## src/rtl/uart_pkg.sv

```systemverilog
// Shared types, default sizing and helpers for the paced UART transmit buffer.
package uart_pkg;

    typedef enum logic [1:0] {
        IDLE    = 2'd0,
        PRESENT = 2'd1,
        GAP     = 2'd2
    } tx_state_e;

    localparam int DEF_DATA_W     = 8;
    localparam int DEF_DEPTH      = 64;
    localparam int DEF_GAP_CYCLES = 26100;
    localparam int DEF_GAP_W      = 15;

    function automatic int clog2(input int value);
        int result;
        result = 0;
        for (int i = 0; i < 31; i++) begin
            if ((1 << i) < value) result = i + 1;
        end
        return result;
    endfunction

endpackage

```

## src/rtl/uart_tx_fifo_paced_if.sv

```systemverilog
// Write-side and UART-side signals of the paced transmit buffer.
interface uart_tx_fifo_paced_if
    import uart_pkg::*;
#(
    parameter int DATA_W = DEF_DATA_W,
    parameter int AW     = clog2(DEF_DEPTH)
);
    logic              flush;
    logic              wr_en;
    logic [DATA_W-1:0] wr_data;
    logic              full;
    logic              empty;
    logic [AW:0]       level;
    logic              overflow;
    logic              tx_valid;
    logic [DATA_W-1:0] tx_data;
    logic              tx_ready;

    modport master (
        output flush, wr_en, wr_data, tx_ready,
        input  full, empty, level, overflow, tx_valid, tx_data
    );

    modport slave (
        input  flush, wr_en, wr_data, tx_ready,
        output full, empty, level, overflow, tx_valid, tx_data
    );
endinterface

```

## src/rtl/fifo_mem_sdp.sv

```systemverilog
// Simple dual-port register array: one write port, one registered read port.
module fifo_mem_sdp #(
    parameter int DATA_W = 8,
    parameter int DEPTH  = 64,
    parameter int AW     = 6
) (
    input  logic              clk,
    input  logic              rst,
    input  logic              clr,
    input  logic              we,
    input  logic [AW-1:0]     waddr,
    input  logic [DATA_W-1:0] wdata,
    input  logic              re,
    input  logic [AW-1:0]     raddr,
    output logic [DATA_W-1:0] rdata
);
    logic [DATA_W-1:0] mem [DEPTH];

    always_ff @(posedge clk) begin
        if (we) mem[waddr] <= wdata;
    end

    // The read register doubles as the frame register, so it clears with the controller.
    always_ff @(posedge clk or posedge rst) begin
        if (rst)       rdata <= '0;
        else if (clr)  rdata <= '0;
        else if (re)   rdata <= mem[raddr];
    end
endmodule

```

## src/rtl/uart_tx_fifo_paced.sv

```systemverilog
// Paced UART transmit buffer: circular FIFO drained over valid/ready with a fixed idle gap per frame.
// States: IDLE waiting for data | PRESENT frame held on tx_data | GAP inter-frame spacing.
module uart_tx_fifo_paced
    import uart_pkg::*;
#(
    parameter int DATA_W     = DEF_DATA_W,
    parameter int DEPTH      = DEF_DEPTH,
    parameter int GAP_CYCLES = DEF_GAP_CYCLES,
    parameter int GAP_W      = DEF_GAP_W
) (
    input logic                 clk,
    input logic                 rst,
    uart_tx_fifo_paced_if.slave bus
);
    localparam int AW = clog2(DEPTH);
    localparam logic [AW:0]      LEVEL_FULL = (AW + 1)'(DEPTH);
    localparam logic [GAP_W-1:0] GAP_LAST   = (GAP_CYCLES > 0) ? GAP_W'(GAP_CYCLES - 1) : '0;

    tx_state_e         state, state_nxt;
    logic [AW-1:0]     wr_ptr, rd_ptr;
    logic [AW:0]       level;
    logic [GAP_W-1:0]  timer, timer_nxt;
    logic              overflow;
    logic              tx_valid, tx_valid_nxt;
    logic              full, empty, push, pop;
    logic [DATA_W-1:0] tx_data;

    assign full  = (level == LEVEL_FULL);
    assign empty = (level == '0);
    // flush outranks pushes, pops and the handshake in the cycle it is asserted
    assign push  = bus.wr_en && !full && !bus.flush;

    always_comb begin
        state_nxt    = state;
        tx_valid_nxt = tx_valid;
        timer_nxt    = timer;
        pop          = 1'b0;
        case (state)
            IDLE: begin
                if (!empty) begin
                    pop          = 1'b1;
                    tx_valid_nxt = 1'b1;
                    state_nxt    = PRESENT;
                end
            end
            PRESENT: begin
                if (bus.tx_ready) begin
                    if (GAP_CYCLES > 0) begin
                        tx_valid_nxt = 1'b0;
                        timer_nxt    = '0;
                        state_nxt    = GAP;
                    end else if (!empty) begin
                        pop = 1'b1;
                    end else begin
                        tx_valid_nxt = 1'b0;
                        state_nxt    = IDLE;
                    end
                end
            end
            GAP: begin
                timer_nxt = timer + 1'b1;
                if (timer == GAP_LAST) begin
                    if (!empty) begin
                        pop          = 1'b1;
                        tx_valid_nxt = 1'b1;
                        state_nxt    = PRESENT;
                    end else begin
                        state_nxt = IDLE;
                    end
                end
            end
            default: begin
                tx_valid_nxt = 1'b0;
                state_nxt    = IDLE;
            end
        endcase
        if (bus.flush) pop = 1'b0;
    end

    always_ff @(posedge clk or posedge rst) begin
        if (rst) begin
            state    <= IDLE;
            tx_valid <= 1'b0;
            timer    <= '0;
            wr_ptr   <= '0;
            rd_ptr   <= '0;
            level    <= '0;
            overflow <= 1'b0;
        end else if (bus.flush) begin
            state    <= IDLE;
            tx_valid <= 1'b0;
            timer    <= '0;
            wr_ptr   <= '0;
            rd_ptr   <= '0;
            level    <= '0;
            overflow <= 1'b0;
        end else begin
            state    <= state_nxt;
            tx_valid <= tx_valid_nxt;
            timer    <= timer_nxt;
            if (push) wr_ptr <= wr_ptr + 1'b1;
            if (pop)  rd_ptr <= rd_ptr + 1'b1;
            if (push && !pop)      level <= level + 1'b1;
            else if (pop && !push) level <= level - 1'b1;
            if (bus.wr_en && full) overflow <= 1'b1;
        end
    end

    fifo_mem_sdp #(
        .DATA_W (DATA_W),
        .DEPTH  (DEPTH),
        .AW     (AW)
    ) u_mem (
        .clk   (clk),
        .rst   (rst),
        .clr   (bus.flush),
        .we    (push),
        .waddr (wr_ptr),
        .wdata (bus.wr_data),
        .re    (pop),
        .raddr (rd_ptr),
        .rdata (tx_data)
    );

    assign bus.full     = full;
    assign bus.empty    = empty;
    assign bus.level    = level;
    assign bus.overflow = overflow;
    assign bus.tx_valid = tx_valid;
    assign bus.tx_data  = tx_data;
endmodule
```

## src/flat_wrapper.sv

```systemverilog
// flat-port wrapper written by rule: the top's interface ports become plain ports
module uart_tx_fifo_paced_flat import uart_pkg::*;
#(
    parameter int DATA_W     = DEF_DATA_W,
    parameter int DEPTH      = DEF_DEPTH,
    parameter int GAP_CYCLES = DEF_GAP_CYCLES,
    parameter int GAP_W      = DEF_GAP_W
)
  (clk, rst, bus_flush, bus_wr_en, bus_wr_data, bus_tx_ready, bus_full, bus_empty, bus_level, bus_overflow, bus_tx_valid, bus_tx_data);
  uart_tx_fifo_paced_if #(.DATA_W(DATA_W)) bus_i ();
  input logic clk;
  input logic rst;
  input wire logic [$bits(bus_i.flush)-1:0] bus_flush;
  input wire logic [$bits(bus_i.wr_en)-1:0] bus_wr_en;
  input wire logic [$bits(bus_i.wr_data)-1:0] bus_wr_data;
  input wire logic [$bits(bus_i.tx_ready)-1:0] bus_tx_ready;
  output wire logic [$bits(bus_i.full)-1:0] bus_full;
  output wire logic [$bits(bus_i.empty)-1:0] bus_empty;
  output wire logic [$bits(bus_i.level)-1:0] bus_level;
  output wire logic [$bits(bus_i.overflow)-1:0] bus_overflow;
  output wire logic [$bits(bus_i.tx_valid)-1:0] bus_tx_valid;
  output wire logic [$bits(bus_i.tx_data)-1:0] bus_tx_data;
  assign bus_i.flush = bus_flush;
  assign bus_i.wr_en = bus_wr_en;
  assign bus_i.wr_data = bus_wr_data;
  assign bus_i.tx_ready = bus_tx_ready;
  assign bus_full = bus_i.full;
  assign bus_empty = bus_i.empty;
  assign bus_level = bus_i.level;
  assign bus_overflow = bus_i.overflow;
  assign bus_tx_valid = bus_i.tx_valid;
  assign bus_tx_data = bus_i.tx_data;
  uart_tx_fifo_paced #(.DATA_W(DATA_W), .DEPTH(DEPTH), .GAP_CYCLES(GAP_CYCLES), .GAP_W(GAP_W)) u_core (.clk(clk), .rst(rst), .bus(bus_i));
endmodule
```

## config.mk

```make
export PLATFORM = sky130hd
export DESIGN_NAME = uart_tx_fifo_paced_flat
export DESIGN_NICKNAME = d
export VERILOG_FILES = /design/src/rtl/uart_pkg.sv /design/src/rtl/uart_tx_fifo_paced_if.sv /design/src/rtl/fifo_mem_sdp.sv /design/src/rtl/uart_tx_fifo_paced.sv /design/src/flat_wrapper.sv
export SDC_FILE = /design/constraint.sdc
export NUM_CORES = 1
export LEC_CHECK = 0
export CELL_PAD_IN_SITES_DETAIL_PLACEMENT = 1
export CELL_PAD_IN_SITES_GLOBAL_PLACEMENT = 2
export CORE_MARGIN = 5
export CORE_UTILIZATION = 49
export CTS_BUF_LIST = sky130_fd_sc_hd__clkbuf_4 sky130_fd_sc_hd__clkbuf_8 sky130_fd_sc_hd__clkbuf_16
export DETAILED_ROUTE_END_ITERATION = 6
export GPL_TIMING_DRIVEN = 0
export PLACE_DENSITY = 0.82
export SLEW_MARGIN = 20
export SYNTH_ARGS = -nofsm -noshare
export SYNTH_HDL_FRONTEND = slang
export SYNTH_SLANG_ARGS = --single-unit
export TNS_END_PERCENT = 5
```

## constraint.sdc

```tcl
create_clock -name clk -period 4.3 [get_ports clk]
set_input_delay 0.43 -clock clk [delete_from_list [all_inputs] [get_ports clk]]
set_output_delay 0.43 -clock clk [all_outputs]
set_load 0.02 [all_outputs]
```

Word level (Yosys, flattened, before mapping)
Memories as Yosys holds them, arrays and structs flattened.
Cells that the tools add are included.
{ "totals": {"reg_bits": 46, "wordCells": 71, "in_bits": 13, "romBits": 0, "mem_count": 1, "output_inout_bits": 19, "ramBits": 512, "latchBits": 0} }
{ "classes": {"magnitude_cmp": 0, "mul": 0, "div_mod_pow": 0, "shift": 0, "n_eq_ne": 7, "reduce_logical": 19, "n_mux": 31, "addsub": 5, "bitwise": 0} }
{ "mem_list": {"columns": ["name", "words", "width", "read_ports", "rd_clocked_by_memory_dff", "wr", "line_no", "text"], "rows": [
  ["u_core.u_mem.mem", 64, 8, 1, 0, 1, "fifo_mem_sdp.sv:17", "logic [DATA_W-1:0] mem [DEPTH];"]
]} }
{ "op_table": {"columns": ["op", "count"], "rows": [
  ["$mux 15", 2],
  ["$pmux 15 s2", 1],
  ["$mux 6", 4],
  ["$mux 7", 3],
  ["$mux 8", 2],
  ["$add 15x1->15 const B", 1],
  ["$eq 15x15->1 const B", 1],
  ["$add 6x1->6 const B", 2],
  ["$mux 1", 12],
  ["$mux 2", 4],
  ["$add 7x1->7 const B", 1],
  ["$eq 7x7->1 const B", 1],
  ["$logic_not 7->1", 1],
  ["$sub 7x1->7 const B", 1],
  ["$ne 3x3->1 const B", 2],
  ["$pmux 2 s3", 1],
  ["$reduce_bool 2->1", 3],
  ["$reduce_bool 3->1", 2],
  ["$logic_and 1x1->1", 5],
  ["$logic_not 1->1", 4],
  ["$reduce_and 2->1", 2],
  ["$ne 3x2->1 const B", 1],
  ["$pmux 1 s3", 1],
  ["$reduce_and 3->1", 1],
  ["4 further kinds", 4]
]} }

Depth between registers and ports, before layout
Gate-level depths: netlist (run 1).
{ "depth": {"depth_word": 9, "depth_mapped": 15, "ltp_nobuf": 14} }

By module
From an unflattened synthesis (run 1), not the netlist that was laid out.
{ "unflattened": {"hier_cells": 1154, "area_unflattened_um2": 22484.1} }
{ "by_module_without_submodules": {"columns": ["mod", "cells_each", "n_inst", "seq_area_each_um2", "area_each_um2"], "rows": [
  ["fifo_mem_sdp", 916, 1, 15574.9, 20200.6],
  ["uart_tx_fifo_paced", 238, 1, 950.9, 2283.4]
]} }

Worst setup path before layout (run 1)
OpenSTA, ideal clock, no wires.
{ "synth_path": {"path_kind": "reg2reg", "start": "register u_core.timer[2]", "end": "register u_core.level[6] (netlist: u_core.bus.level[6])", "stages_incl_launch_ff": 14, "n_path_buf": 1, "setup_slack_ns": 0.780, "synth_period_minus_slack_ns": 3.520, "t_required_ns": 4.172, "setup_ns": 0.128, "arrival_ns": 3.393, "path_cell_list": "dfrtp_1 or4b_4 nor4_4 o221ai_4 nor2b_1 clkbuf_1 nand2_1 ha_1 nor2b_1 nor3_1 o21bai_1 a21oi_1 mux2i_1 mux2_1"} }
{ "synth_via": {"elab_chain_len": 8, "word_cells_on_any_way": 10, "classes_between": "eq/ne: 1; mux: 5; reduce/logical: 4"} }
{ "synth_lines": {"columns": ["item", "line_no", "text"], "rows": [
  ["start: declaration", "uart_tx_fifo_paced.sv:22", "logic [GAP_W-1:0] timer, timer_nxt;"],
  ["start signal: assignment", "uart_tx_fifo_paced.sv:100", "timer <= timer_nxt;"],
  ["$eq 15x15->1 *", "uart_tx_fifo_paced.sv:62", "if (timer == GAP_LAST) begin"],
  ["$mux 1 *", "uart_tx_fifo_paced.sv:62", null],
  ["$pmux 1 s2 *", "uart_tx_fifo_paced.sv:38", "case (state)"],
  ["$mux 1 *", "uart_tx_fifo_paced.sv:77", "if (bus.flush) pop = 1'b0;"],
  ["$logic_not 1->1", "uart_tx_fifo_paced.sv:103", "if (push && !pop) level <= level + 1'b1;"],
  ["$logic_and 1x1->1", "uart_tx_fifo_paced.sv:103", null],
  ["$mux 7", "uart_tx_fifo_paced.sv:103", null],
  ["$mux 7", "uart_tx_fifo_paced.sv:89", "end else if (bus.flush) begin"],
  ["end signal: assignment", "uart_tx_fifo_paced.sv:103", null],
  ["end signal: assignment", "uart_tx_fifo_paced.sv:104", "else if (pop && !push) level <= level - 1'b1;"],
  ["end: declaration", "uart_tx_fifo_paced.sv:21", "logic [AW:0] level;"]
]} }
Mark *: on every way between the ends. The rest lies on a longest branch, timed or not.
A chain may end at the register's enable or synchronous reset.

Final worst setup path (run 1)
Ends and elaborated chain as after synthesis.

==> impl_metrics.prom, run 1 <==
# TYPE chip_impl_metric gauge
chip_impl_metric{name="period_needed",unit="ns"} 3.94
chip_impl_info{name="path_cells",value="or4b_4 -> nor4_4 -> o221ai_4 -> nor2b_1 -> clkbuf_2 -> nand2_2 -> ha_1 -> nor2b_1 -> nor3_1 -> o21bai_1 -> a21oi_1 -> mux2i_1 -> mux2_1"} 1
chip_impl_metric{name="maximum_clock_rate",unit="MHz"} 254
chip_impl_metric{name="post_cts_hold_buffer_count",unit=""} 0
chip_impl_metric{name="grt_pass1_wl",unit="um"} 82900
chip_impl_metric{name="timing.final.ws_setup",unit="ns"} 0.365
chip_impl_metric{name="die_area",unit="um^2"} 49500
chip_impl_metric{name="switching_power",unit="mW"} 3.85
chip_impl_metric{name="placedInstanceArea",unit="um^2"} 23300
chip_impl_metric{name="clock_power_share",unit="%"} 34.5
chip_impl_metric{name="finalInstanceArea",unit="um^2"} 25100
chip_impl_metric{name="final_core_utilization",unit="%"} 56.5
chip_impl_metric{name="cpPeakStageDelay",unit="ns"} 0.57
chip_impl_metric{name="h-tree-depth",unit=""} 2
chip_impl_metric{name="fin_nets",unit=""} 1314
chip_impl_metric{name="synth-simple-area-share",unit="%"} 4.26
chip_impl_metric{name="cp_data_required_time",unit="ns"} 4.79
chip_impl_metric{name="worst-slew-pin-transition",unit="ns"} 1.25
chip_impl_metric{name="worstSkewPairLatency",unit="ns"} 0.62
chip_impl_metric{name="synth.lib_cells_used.distinct",unit=""} 56
chip_impl_info{name="startpoint_types",value="flip-flop"} 1
chip_impl_metric{name="die_x",unit="um"} 223
chip_impl_metric{name="area_delta_synth_final",unit="%"} 13.5
chip_impl_metric{name="muxShareOfSynthArea",unit="%"} 13.0
chip_impl_info{name="tritoncts",value="done"} 1
chip_impl_metric{name="antenna_found_initial",unit=""} 0
chip_impl_metric{name="vias_per_cell",unit=""} 6.13
chip_impl_info{name="most_frequent_standard_cell_in_the_layout_excluding_fill_and_tap_cells",value="edfxtp_1"} 1
chip_impl_info{name="critical_path.slowest_cell",value="or4b_4"} 1
chip_impl_metric{name="synthXorXnorAreaFrac",unit="%"} 0.876
chip_impl_metric{name="timing.clock.skew",unit="ns"} 0.0205
chip_impl_metric{name="wl",unit="um"} 55500
chip_impl_metric{name="detailed_place_hpwl",unit="um"} 36200
chip_impl_info{name="worstHoldPathType",value="primary input to asynchronous set/reset pin"} 1
chip_impl_metric{name="grt_max_degree",unit=""} 65
chip_impl_metric{name="worstPathArrival",unit="ns"} 4.43
chip_impl_metric{name="first_global_vias",unit=""} 12400
chip_impl_metric{name="power.internal",unit="mW"} 10.1
chip_impl_metric{name="core-area",unit="um^2"} 44400
chip_impl_metric{name="yosysWarnings",unit=""} 0
chip_impl_metric{name="worst_setup_hold_path_clk_slew",unit="ns"} 0.06
chip_impl_metric{name="maxSlewViolCount",unit=""} 0
chip_impl_metric{name="postSynthNetCount",unit=""} 1217
chip_impl_metric{name="initial_core_util",unit="%"} 49.8
chip_impl_metric{name="final_cell_count_no_fill",unit=""} 1926
chip_impl_metric{name="number_of_cts_inserted_buffers",unit=""} 57
chip_impl_metric{name="irDropWorstVdd",unit="mV"} 0.334
chip_impl_metric{name="synth-edff-count",unit=""} 512
chip_impl_metric{name="routedWlPerCell",unit="um"} 28.8
chip_impl_metric{name="clock_tree.buffer_depth",unit=""} 3
chip_impl_metric{name="synth_seq_area_share",unit="%"} 74.7
chip_impl_metric{name="design.portCount",unit=""} 32
chip_impl_metric{name="drt_pre_antenna_iters",unit=""} 5
chip_impl_metric{name="yosys.area_share.adder",unit="%"} 0.599
chip_impl_info{name="timing.critical_path.to_type",value="flip-flop"} 1
chip_impl_info{name="path_common_cell",value="nor2b_1"} 1
chip_impl_metric{name="power-per-cell-area",unit="nW/um^2"} 554
chip_impl_metric{name="globalRoute.totalOverflow",unit=""} 0
chip_impl_info{name="path_delay_family",value="simple AND/OR/NAND/NOR gates"} 1
chip_impl_metric{name="dr.first_iter.drc_count",unit=""} 1176
chip_impl_metric{name="synth-compound-area-share",unit="%"} 5.04
chip_impl_metric{name="dr_wl_met2",unit="um"} 26900
chip_impl_metric{name="routedLengthMet1",unit="um"} 23300
chip_impl_metric{name="dieHeight",unit="um"} 223
chip_impl_metric{name="remaining_max_slew_budget_at_the_tightest_pin",unit="%"} 16.7
chip_impl_metric{name="p_leak",unit="nW"} 8.04
chip_impl_metric{name="totalNegativeSetupSlack",unit="ns"} 0
chip_impl_metric{name="netlist_instances",unit=""} 1194
chip_impl_metric{name="grt.total_usage",unit="%"} 22.5
chip_impl_metric{name="combPwrFrac",unit="%"} 21.4
chip_impl_info{name="cts_root_buf",value="clkbuf_16"} 1
chip_impl_metric{name="cts_post_setup_buffers_inserted",unit=""} 0
chip_impl_info{name="synth_top_family_by_area",value="multiplexers"} 1
chip_impl_metric{name="post-layout-total-power",unit="mW"} 13.9
chip_impl_metric{name="place_congestion",unit=""} 0.887
chip_impl_metric{name="routed-via-count",unit=""} 11800
chip_impl_info{name="mostFrequentLayoutCells",value="512 x edfxtp_1, 108 x nor2_1, 97 x mux4_2, 68 x mux2i_1, 57 x clkbuf_16"} 1
chip_impl_metric{name="finalCritPeriodShare",unit="%"} 91.5
chip_impl_info{name="synth_top_flop_cell",value="edfxtp_1"} 1
chip_impl_metric{name="flip_flop_and_latch_count_after_synthesis",unit=""} 558
chip_impl_metric{name="place.port_buffers",unit=""} 31
chip_impl_metric{name="detailedPlace.worstSlack",unit="ns"} 0.129
chip_impl_info{name="setup_repair_after_global_routing_missed_its_margin",value="false"} 1
chip_impl_metric{name="cap_violations",unit=""} 0
chip_impl_metric{name="critPathMaxFanout",unit=""} 10
chip_impl_metric{name="numPlacedInstances",unit=""} 1824
chip_impl_metric{name="synthesis.area_per_instance",unit="um^2"} 18.5
chip_impl_info{name="top_layer",value="met4"} 1
chip_impl_metric{name="syn_area",unit="um^2"} 22100
chip_impl_metric{name="async_flop_share",unit="%"} 8.24
chip_impl_info{name="run_status",value="finished clean"} 1
chip_impl_metric{name="tritoncts_num_sinks",unit=""} 558
chip_impl_metric{name="antenna_cells_inserted",unit=""} 0
chip_impl_metric{name="combined_buffer_and_inverter_count_along_the_critical_path",unit=""} 1
chip_impl_metric{name="hold_slack",unit="ns"} 0.131
chip_impl_metric{name="std_cell_rows",unit=""} 77
chip_impl_metric{name="proportion_of_layout_cells_with_a_drive_suffix_above_1",unit="%"} 17.5
chip_impl_metric{name="switching_share",unit="%"} 27.7
chip_impl_metric{name="setup-violations-final",unit=""} 0
chip_impl_metric{name="drc",unit=""} 0
chip_impl_metric{name="ant_nets",unit=""} 0
chip_impl_metric{name="met3WireLength",unit="um"} 3800
chip_impl_metric{name="power.sequential.fraction",unit="%"} 44.1
chip_impl_info{name="worstSetupPathType",value="flip-flop to flip-flop"} 1
chip_impl_metric{name="report.final.hold_viol_count",unit=""} 0
==> final cells by class <==
cell class / instances / area, um^2
Buffer: 66 / 304
Clock buffer: 79 / 1610
Clock inverter: 23 / 205
Fill cell: 3967 / 19300
Inverter: 11 / 41.3
Multi-Input combinational cell: 559 / 5280
Sequential cell: 558 / 16500
Tap cell: 592 / 741
Timing Repair Buffer: 38 / 408
==> timing repair <==
item	CTS	global route
gates resized for setup	0	3
endpoints found under the hold margin	0	0
endpoints found under the setup margin	0	1
==> state kept, by name (all words and copies together) (netlist names) <==
register / flops
u_core.bus.level: 7
u_core.bus.overflow: 1
u_core.bus.tx_valid: 1
u_core.rd_ptr: 6
u_core.state: 2
u_core.timer: 15
u_core.u_mem.mem: 512
u_core.u_mem.rdata: 8
u_core.wr_ptr: 6
==> cells by family after synthesis <==
| group | Yosys count |
|---|---|
| flops | 558 |
| buf+inv | 77 |
| fa+ha+maj | 10 |
| xor+xnor | 20 |
| simple gates | 204 |
| compound gates | 159 |
| mux | 166 |
==> path summary, 6_finish.rpt <==
path,startpoint,end,slack [ns],depth (start not counted)
setup / recovery,u_core.timer[2]$_DFFE_PP0P_,u_core.bus.level[6]$_DFFE_PP0P_,0.36,13
hold / removal,rst,u_core.timer[14]$_DFFE_PP0P_,0.13,2
setup reg to reg,u_core.timer[2]$_DFFE_PP0P_,u_core.bus.level[6]$_DFFE_PP0P_,0.36,13
hold reg to reg,u_core.bus.overflow$_DFFE_PP0P_,u_core.bus.overflow$_DFFE_PP0P_,0.50,2
max in group asynchronous,rst,u_core.rd_ptr[3]$_DFFE_PP0P_,3.66,3
min in group clk,bus_wr_data[0],u_core.u_mem.mem[4][0]$_DFFE_PP_,0.28,1
==> Yosys cell counts, drive strengths merged (12+ instances only) <==
cell	instances	share of area, %
edfxtp	512	69
nor2	108	1.8
mux4	97	9.9
mux2i	68	3.1
dfrtp	46	5.2
clkbuf	39	0.66
nand2	38	0.64
a21oi	37	0.85
buf	27	0.71
o21ai	20	0.45
a22oi	16	0.54
o221ai	16	0.71
o22ai	16	0.45
a2111oi	15	0.59
a22o	15	0.59
xor2	13	0.51
a211oi	12	0.41
==> power by group through the flow <==
stage          Combinational [mW]  Clock (mW)  Sequential, mW
4_1_cts                      2.99        4.86            6.13
6_report                     2.97        4.80            6.13
3_5_place_dp                 2.97           0            6.24
5_1_grt                      3.16        5.14            6.14
3_3_place_gp                 2.87           0            6.25
2_1_floorplan                1.83           0            6.28
==> layer usage <==
metal  GRT usage (%)  vias up
li1                -     5022
met4            6.72        0
met2            36.0      453
met3            4.69       91
met5               0        -
met1            31.7     6236
==> worst reg2reg max path, cell delays in order, from the launching register on <==
cell      delay [ns]
dfrtp_1         0.44
or4b_4          0.57
nor4_4          0.33
o221ai_4        0.26
nor2b_1         0.23
clkbuf_2        0.26
nand2_2         0.21
ha_1            0.29
nor2b_1         0.15
nor3_1          0.21
o21bai_1        0.12
a21oi_1         0.20
mux2i_1         0.23
mux2_1          0.33
No activity file was read; power rests on OpenSTA's default activity.
==> inputs of run 2 (changes only) <==
CORE_ASPECT_RATIO = 0.8   (was unset)
==> impl_metrics.prom, run 2 (synthesis gave the netlist of run 1 again) <==
# TYPE chip_impl_metric gauge
chip_impl_info{name="tritoncts",value="done"} 1
chip_impl_metric{name="drc",unit=""} 0
chip_impl_metric{name="place.port_buffers",unit=""} 31
chip_impl_info{name="timing.critical_path.to_type",value="flip-flop"} 1
chip_impl_metric{name="grt_max_degree",unit=""} 65
chip_impl_metric{name="area_delta_synth_final",unit="%"} 14.1
chip_impl_metric{name="largest_register_ffs",unit=""} 512
chip_impl_metric{name="critPathMaxFanout",unit=""} 10
chip_impl_metric{name="seq_area",unit="um^2"} 16500
chip_impl_metric{name="nFillCells",unit=""} 3929
chip_impl_metric{name="fin_nets",unit=""} 1313
chip_impl_metric{name="die_area",unit="um^2"} 49500
chip_impl_metric{name="cpPeakStageDelay",unit="ns"} 0.58
chip_impl_metric{name="die_x",unit="um"} 248
chip_impl_metric{name="timing.clock.skew",unit="ns"} 0.0186
chip_impl_metric{name="power-per-cell-area",unit="nW/um^2"} 560
chip_impl_metric{name="design.portCount",unit=""} 32
chip_impl_metric{name="placedInstanceArea",unit="um^2"} 23400
chip_impl_metric{name="hold_slack",unit="ns"} 0.141
chip_impl_metric{name="clock_tree.buffer_depth",unit=""} 3
chip_impl_metric{name="wl",unit="um"} 55300
chip_impl_metric{name="worstSkewPairLatency",unit="ns"} 0.60
chip_impl_metric{name="finalInstanceArea",unit="um^2"} 25200
chip_impl_metric{name="worst_setup_hold_path_clk_slew",unit="ns"} 0.06
chip_impl_metric{name="combined_buffer_and_inverter_count_along_the_critical_path",unit=""} 1
chip_impl_metric{name="core-area",unit="um^2"} 44500
chip_impl_metric{name="proportion_of_layout_cells_with_a_drive_suffix_above_1",unit="%"} 18.2
chip_impl_metric{name="remaining_max_slew_budget_at_the_tightest_pin",unit="%"} 22.6
chip_impl_info{name="cts_root_buf",value="clkbuf_16"} 1
chip_impl_metric{name="vias_per_cell",unit=""} 6.07
chip_impl_info{name="worstHoldPathType",value="primary input to asynchronous set/reset pin"} 1
chip_impl_metric{name="maxSlewViolCount",unit=""} 0
chip_impl_info{name="biggestRegsByFlops",value="u_core.u_mem.mem (512), u_core.timer (15), u_core.u_mem.rdata (8)"} 1
chip_impl_info{name="path_delay_family",value="simple AND/OR/NAND/NOR gates"} 1
chip_impl_metric{name="initial_core_util",unit="%"} 49.7
chip_impl_metric{name="tritoncts_num_sinks",unit=""} 558
chip_impl_metric{name="ant_nets",unit=""} 0
chip_impl_metric{name="post-layout-total-power",unit="mW"} 14.1
chip_impl_info{name="mostFrequentLayoutCells",value="512 x edfxtp_1, 108 x nor2_1, 97 x mux4_2, 68 x mux2i_1, 53 x clkbuf_16"} 1
chip_impl_metric{name="detailed_place_hpwl",unit="um"} 36600
chip_impl_metric{name="h-tree-depth",unit=""} 2
chip_impl_metric{name="p_leak",unit="nW"} 8.09
chip_impl_metric{name="cap_violations",unit=""} 0
chip_impl_metric{name="numPlacedInstances",unit=""} 1837
chip_impl_info{name="worstSetupPathType",value="flip-flop to flip-flop"} 1
chip_impl_metric{name="report.final.hold_viol_count",unit=""} 0
chip_impl_info{name="startpoint_types",value="flip-flop"} 1
chip_impl_metric{name="drt_pre_antenna_iters",unit=""} 5
chip_impl_metric{name="maximum_clock_rate",unit="MHz"} 244
chip_impl_metric{name="routed-via-count",unit=""} 11800
chip_impl_metric{name="timing.final.ws_setup",unit="ns"} 0.195
chip_impl_info{name="run_status",value="finished clean"} 1
chip_impl_metric{name="worst-slew-pin-transition",unit="ns"} 1.16
chip_impl_info{name="most_frequent_standard_cell_in_the_layout_excluding_fill_and_tap_cells",value="edfxtp_1"} 1
chip_impl_metric{name="place_congestion",unit=""} 0.843
chip_impl_metric{name="totalNegativeSetupSlack",unit="ns"} 0
chip_impl_metric{name="antenna_found_initial",unit=""} 2
chip_impl_metric{name="grt.total_usage",unit="%"} 22.8
chip_impl_metric{name="final_core_utilization",unit="%"} 56.7
chip_impl_info{name="critical_path.slowest_cell",value="or4b_4"} 1
chip_impl_metric{name="number_of_cts_inserted_buffers",unit=""} 53
chip_impl_metric{name="std_cell_rows",unit=""} 69
chip_impl_metric{name="cp_data_required_time",unit="ns"} 4.78
chip_impl_metric{name="worstPathArrival",unit="ns"} 4.59
chip_impl_info{name="path_cells",value="or4b_4 -> nor4_4 -> o221ai_4 -> nor2b_1 -> clkbuf_2 -> nand2_2 -> ha_1 -> nor2b_1 -> nor3_1 -> o21bai_1 -> a21oi_1 -> mux2i_1 -> mux2_1"} 1
chip_impl_metric{name="routedWlPerCell",unit="um"} 28.5
chip_impl_metric{name="final_cell_count_no_fill",unit=""} 1936
chip_impl_info{name="setup_repair_after_global_routing_missed_its_margin",value="false"} 1
chip_impl_metric{name="antenna_cells_inserted",unit=""} 0
chip_impl_info{name="largest_register",value="u_core.u_mem.mem"} 1
chip_impl_metric{name="multi_input_area",unit="um^2"} 5320
chip_impl_metric{name="detailedPlace.worstSlack",unit="ns"} -0.0815
chip_impl_metric{name="finalCritPeriodShare",unit="%"} 95.5
chip_impl_metric{name="setup-violations-final",unit=""} 0
chip_impl_metric{name="globalRoute.totalOverflow",unit=""} 0
chip_impl_metric{name="post_cts_hold_buffer_count",unit=""} 0
chip_impl_metric{name="dieHeight",unit="um"} 200
chip_impl_metric{name="first_global_vias",unit=""} 12200
chip_impl_metric{name="dr.first_iter.drc_count",unit=""} 1330
chip_impl_metric{name="irDropWorstVdd",unit="mV"} 0.424
chip_impl_info{name="path_common_cell",value="nor2b_1"} 1
chip_impl_metric{name="period_needed",unit="ns"} 4.10
chip_impl_metric{name="grt_pass1_wl",unit="um"} 81800
## run 2: timing repair
item | 4_1_cts | 5_1_grt
setup endpoints to repair | 1 | 1
hold endpoints to repair | 0 | 0
resized for setup | 2 | 0
pin swaps | 0 | 1
setup buffers | 0 | 1
## run 2: worst register-to-register path, cell delays in order, from the launching register on
cell,delay (ns)
dfrtp_1,0.45
or4b_4,0.58
nor4_4,0.30
o221ai_4,0.28
nor2b_1,0.23
clkbuf_2,0.28
nand2_2,0.24
ha_1,0.29
nor2b_1,0.17
nor3_1,0.23
o21bai_1,0.13
a21oi_1,0.21
mux2i_1,0.27
mux2_1,0.34
## run 2: metal layers
layer | GRT usage [%] | part of all wire (%) | vias up
met3 | 4.74 | 7.1 | 107
met5 | 0 | 0.049 | -
li1 | - | - | 5033
met2 | 35.0 | 46 | 442
met1 | 33.4 | 43 | 6170
met4 | 7.07 | 3.1 | 4
## run 2: layout make-up
type | instances | area share [%]
buffer | 66 | 1.20
clock buffer | 74 | 6.00
clock inverter | 24 | 1.25
inverter | 11 | 0.164
multi-input combinational | 559 | 21.1
sequential | 558 | 65.5
tap | 603 | 2.99
timing repair buffer | 41 | 1.85
## run 2: power breakdown
group | switching (mW) | leakage (nW) | internal, mW
Clock | 1.97 | 0.918 | 2.94
Combinational | 1.85 | 1.95 | 1.28
Sequential | 0.0889 | 5.23 | 6.02
Total | 3.90 | 8.09 | 10.2
## run 2: final timing paths
check | from | end | slack (ns) | cells after the start
min in group clk | bus_wr_data[2] | u_core.u_mem.mem[1][2]$_DFFE_PP_ | 0.31 | 1
worst max-delay path | u_core.timer[2]$_DFFE_PP0P_ | u_core.bus.level[6]$_DFFE_PP0P_ | 0.20 | 13
worst min register to register | u_core.u_mem.rdata[2]$_DFFE_PP0P_ | u_core.u_mem.rdata[2]$_DFFE_PP0P_ | 0.50 | 2
max in group asynchronous | rst | u_core.rd_ptr[2]$_DFFE_PP0P_ | 3.55 | 4
worst max register to register | u_core.timer[2]$_DFFE_PP0P_ | u_core.bus.level[6]$_DFFE_PP0P_ | 0.20 | 13
worst min-delay path | rst | u_core.timer[11]$_DFFE_PP0P_ | 0.14 | 2
==> inputs of run 3 (changes only) <==
CORE_MARGIN = unset   (was 5)
TNS_END_PERCENT = 30   (was 5)
==> impl_metrics.prom, run 3 (synthesis gave the netlist of run 1 again) <==
# TYPE chip_impl_metric gauge
chip_impl_metric{name="std_cell_rows",unit=""} 69
chip_impl_metric{name="h-tree-depth",unit=""} 2
chip_impl_metric{name="clock_tree.buffer_depth",unit=""} 3
chip_impl_info{name="timing.critical_path.to_type",value="flip-flop"} 1
chip_impl_metric{name="drc",unit=""} 0
chip_impl_metric{name="period_needed",unit="ns"} 4.11
chip_impl_metric{name="dieHeight",unit="um"} 192
chip_impl_metric{name="power-per-cell-area",unit="nW/um^2"} 554
chip_impl_metric{name="p_leak",unit="nW"} 8.05
chip_impl_metric{name="cts_post_setup_buffers_inserted",unit=""} 0
chip_impl_info{name="tritoncts",value="done"} 1
chip_impl_metric{name="largest_register_ffs",unit=""} 512
chip_impl_metric{name="final_core_utilization",unit="%"} 56.5
chip_impl_metric{name="fin_nets",unit=""} 1312
chip_impl_metric{name="routed-via-count",unit=""} 11900
chip_impl_metric{name="place_congestion",unit=""} 0.866
chip_impl_info{name="startpoint_types",value="flip-flop"} 1
chip_impl_metric{name="routedWlPerCell",unit="um"} 29.1
chip_impl_info{name="path_common_cell",value="nor2b_1"} 1
chip_impl_metric{name="core-area",unit="um^2"} 44500
chip_impl_metric{name="post-layout-total-power",unit="mW"} 13.9
chip_impl_info{name="worstSetupPathType",value="flip-flop to flip-flop"} 1
chip_impl_metric{name="place.port_buffers",unit=""} 31
chip_impl_metric{name="setup-violations-final",unit=""} 0
chip_impl_metric{name="cpPeakStageDelay",unit="ns"} 0.57
chip_impl_metric{name="report.final.hold_viol_count",unit=""} 0
chip_impl_metric{name="cp.depth",unit=""} 13
chip_impl_metric{name="critPathMaxFanout",unit=""} 10
chip_impl_metric{name="maxSlewViolCount",unit=""} 0
chip_impl_metric{name="proportion_of_layout_cells_with_a_drive_suffix_above_1",unit="%"} 18.2
chip_impl_info{name="largest_register",value="u_core.u_mem.mem"} 1
chip_impl_metric{name="finalCritPeriodShare",unit="%"} 95.6
chip_impl_metric{name="drt_pre_antenna_iters",unit=""} 5
chip_impl_metric{name="vias_per_cell",unit=""} 6.14
chip_impl_metric{name="ant_nets",unit=""} 0
chip_impl_info{name="cts_root_buf",value="clkbuf_16"} 1
chip_impl_info{name="critical_path.slowest_cell",value="or4b_4"} 1
chip_impl_info{name="setup_repair_after_global_routing_missed_its_margin",value="false"} 1
chip_impl_metric{name="die_x",unit="um"} 240
chip_impl_metric{name="grt_max_degree",unit=""} 65
chip_impl_metric{name="dr.first_iter.drc_count",unit=""} 1208
chip_impl_metric{name="remaining_max_slew_budget_at_the_tightest_pin",unit="%"} 15.4
chip_impl_metric{name="irDropWorstVdd",unit="mV"} 0.400
chip_impl_metric{name="first_global_vias",unit=""} 12300
chip_impl_metric{name="cap_violations",unit=""} 0
chip_impl_metric{name="post_cts_hold_buffer_count",unit=""} 0
chip_impl_metric{name="wl",unit="um"} 56400
chip_impl_metric{name="detailed_place_hpwl",unit="um"} 36900
chip_impl_metric{name="number_of_cts_inserted_buffers",unit=""} 53
chip_impl_metric{name="grt_pass1_wl",unit="um"} 82100
chip_impl_metric{name="worstSkewPairLatency",unit="ns"} 0.60
chip_impl_metric{name="worstPathArrival",unit="ns"} 4.58
chip_impl_metric{name="worst-slew-pin-transition",unit="ns"} 1.24
chip_impl_metric{name="grt.total_usage",unit="%"} 25.3
chip_impl_info{name="path_cells",value="or4b_4 -> nor4_4 -> o221ai_4 -> nor2b_1 -> clkbuf_2 -> nand2_4 -> ha_1 -> nor2b_1 -> nor3_1 -> o21bai_1 -> a21oi_1 -> mux2i_1 -> mux2_1"} 1
chip_impl_metric{name="nFillCells",unit=""} 3886
chip_impl_metric{name="rr_worst_depth",unit=""} 13
chip_impl_metric{name="cp_data_required_time",unit="ns"} 4.77
chip_impl_metric{name="combined_buffer_and_inverter_count_along_the_critical_path",unit=""} 1
chip_impl_metric{name="design.portCount",unit=""} 32
chip_impl_info{name="biggestRegsByFlops",value="u_core.u_mem.mem (512), u_core.timer (15), u_core.u_mem.rdata (8)"} 1
chip_impl_metric{name="die_area",unit="um^2"} 46000
chip_impl_metric{name="worst_setup_hold_path_clk_slew",unit="ns"} 0.06
chip_impl_info{name="run_status",value="finished clean"} 1
chip_impl_info{name="worstHoldPathType",value="primary input to asynchronous set/reset pin"} 1
chip_impl_metric{name="tritoncts_num_sinks",unit=""} 558
chip_impl_info{name="mostFrequentLayoutCells",value="512 x edfxtp_1, 108 x nor2_1, 97 x mux4_2, 68 x mux2i_1, 57 x clkbuf_16"} 1
chip_impl_metric{name="area_delta_synth_final",unit="%"} 13.6
chip_impl_info{name="path_delay_family",value="simple AND/OR/NAND/NOR gates"} 1
chip_impl_metric{name="initial_core_util",unit="%"} 49.8
chip_impl_metric{name="maximum_clock_rate",unit="MHz"} 243
chip_impl_metric{name="globalRoute.totalOverflow",unit=""} 0
chip_impl_metric{name="timing.clock.skew",unit="ns"} 0.0221
chip_impl_metric{name="antenna_found_initial",unit=""} 1
chip_impl_info{name="most_frequent_standard_cell_in_the_layout_excluding_fill_and_tap_cells",value="edfxtp_1"} 1
-- run 3: routing by layer --
metal | vias up | GRT usage (%) | wire, um
met2 | 428 | 38.8 | 26200
met3 | 81 | 5.17 | 4070
met4 | 0 | 8.23 | 1400
li1 | 5026 | - | -
met1 | 6360 | 36.6 | 24800
met5 | - | 0 | 0
-- run 3: final timing paths --
kind	startpoint	end	slack (ns)
hold / removal	rst	u_core.timer[3]$_DFFE_PP0P_	0.18
hold reg to reg	u_core.u_mem.rdata[6]$_DFFE_PP0P_	u_core.u_mem.rdata[6]$_DFFE_PP0P_	0.49
setup reg to reg	u_core.timer[2]$_DFFE_PP0P_	u_core.bus.level[6]$_DFFE_PP0P_	0.19
max in group asynchronous	rst	u_core.rd_ptr[0]$_DFFE_PP0P_	3.59
setup / recovery	u_core.timer[2]$_DFFE_PP0P_	u_core.bus.level[6]$_DFFE_PP0P_	0.19
min in group clk	bus_wr_data[1]	u_core.u_mem.mem[13][1]$_DFFE_PP_	0.29
-- run 3: cell type report --
cell class	count	area, um^2	area share, %
diodes	1	2.50	0.00996
plain buffers	66	304	1.21
clock buffers	73	1550	6.18
clock inverters	26	184	0.732
inverters	11	41.3	0.164
multi-input cells	559	5320	21.2
flip-flops and latches	558	16500	65.8
well taps	603	754	3.00
repair buffers	40	450	1.79
-- run 3: power by group --
part           switching [mW]  total, mW  leakage (nW)  internal, mW
Sequential             0.0878       6.11          5.23          6.02
Combinational            1.88       3.16          1.94          1.27
Clock                    2.00       4.65         0.878          2.65
Total                    3.97       13.9          8.05          9.95
-- run 3: what timing repair did --
action,4_1_cts,5_1_grt
hold endpoints to repair,0,0
resized for setup,1,2
setup endpoints to repair,1,1
gates cloned,0,0
-- run 3: per-stage QoR --
| step | area [um^2] | setup WS (ns) | instances | hold WS (ns) | setup TNS (ns) |
|---|---|---|---|---|---|
| finish | 25100 | 0.189 | 1937 | 0.180 | 0 |
| global route | 25100 | 0.0218 | 1936 | 0.230 | 0 |
| CTS | 25100 | 0.0198 | 1936 | 0.171 | 0 |
| detailed placement | 23400 | -0.0827 | 1837 | 0.475 | -0.0827 |
| global placement | 23200 | -0.116 | 1828 | 0.464 | -0.193 |
| floorplan | 22100 | 0.780 | 1194 | 0.445 | 0 |
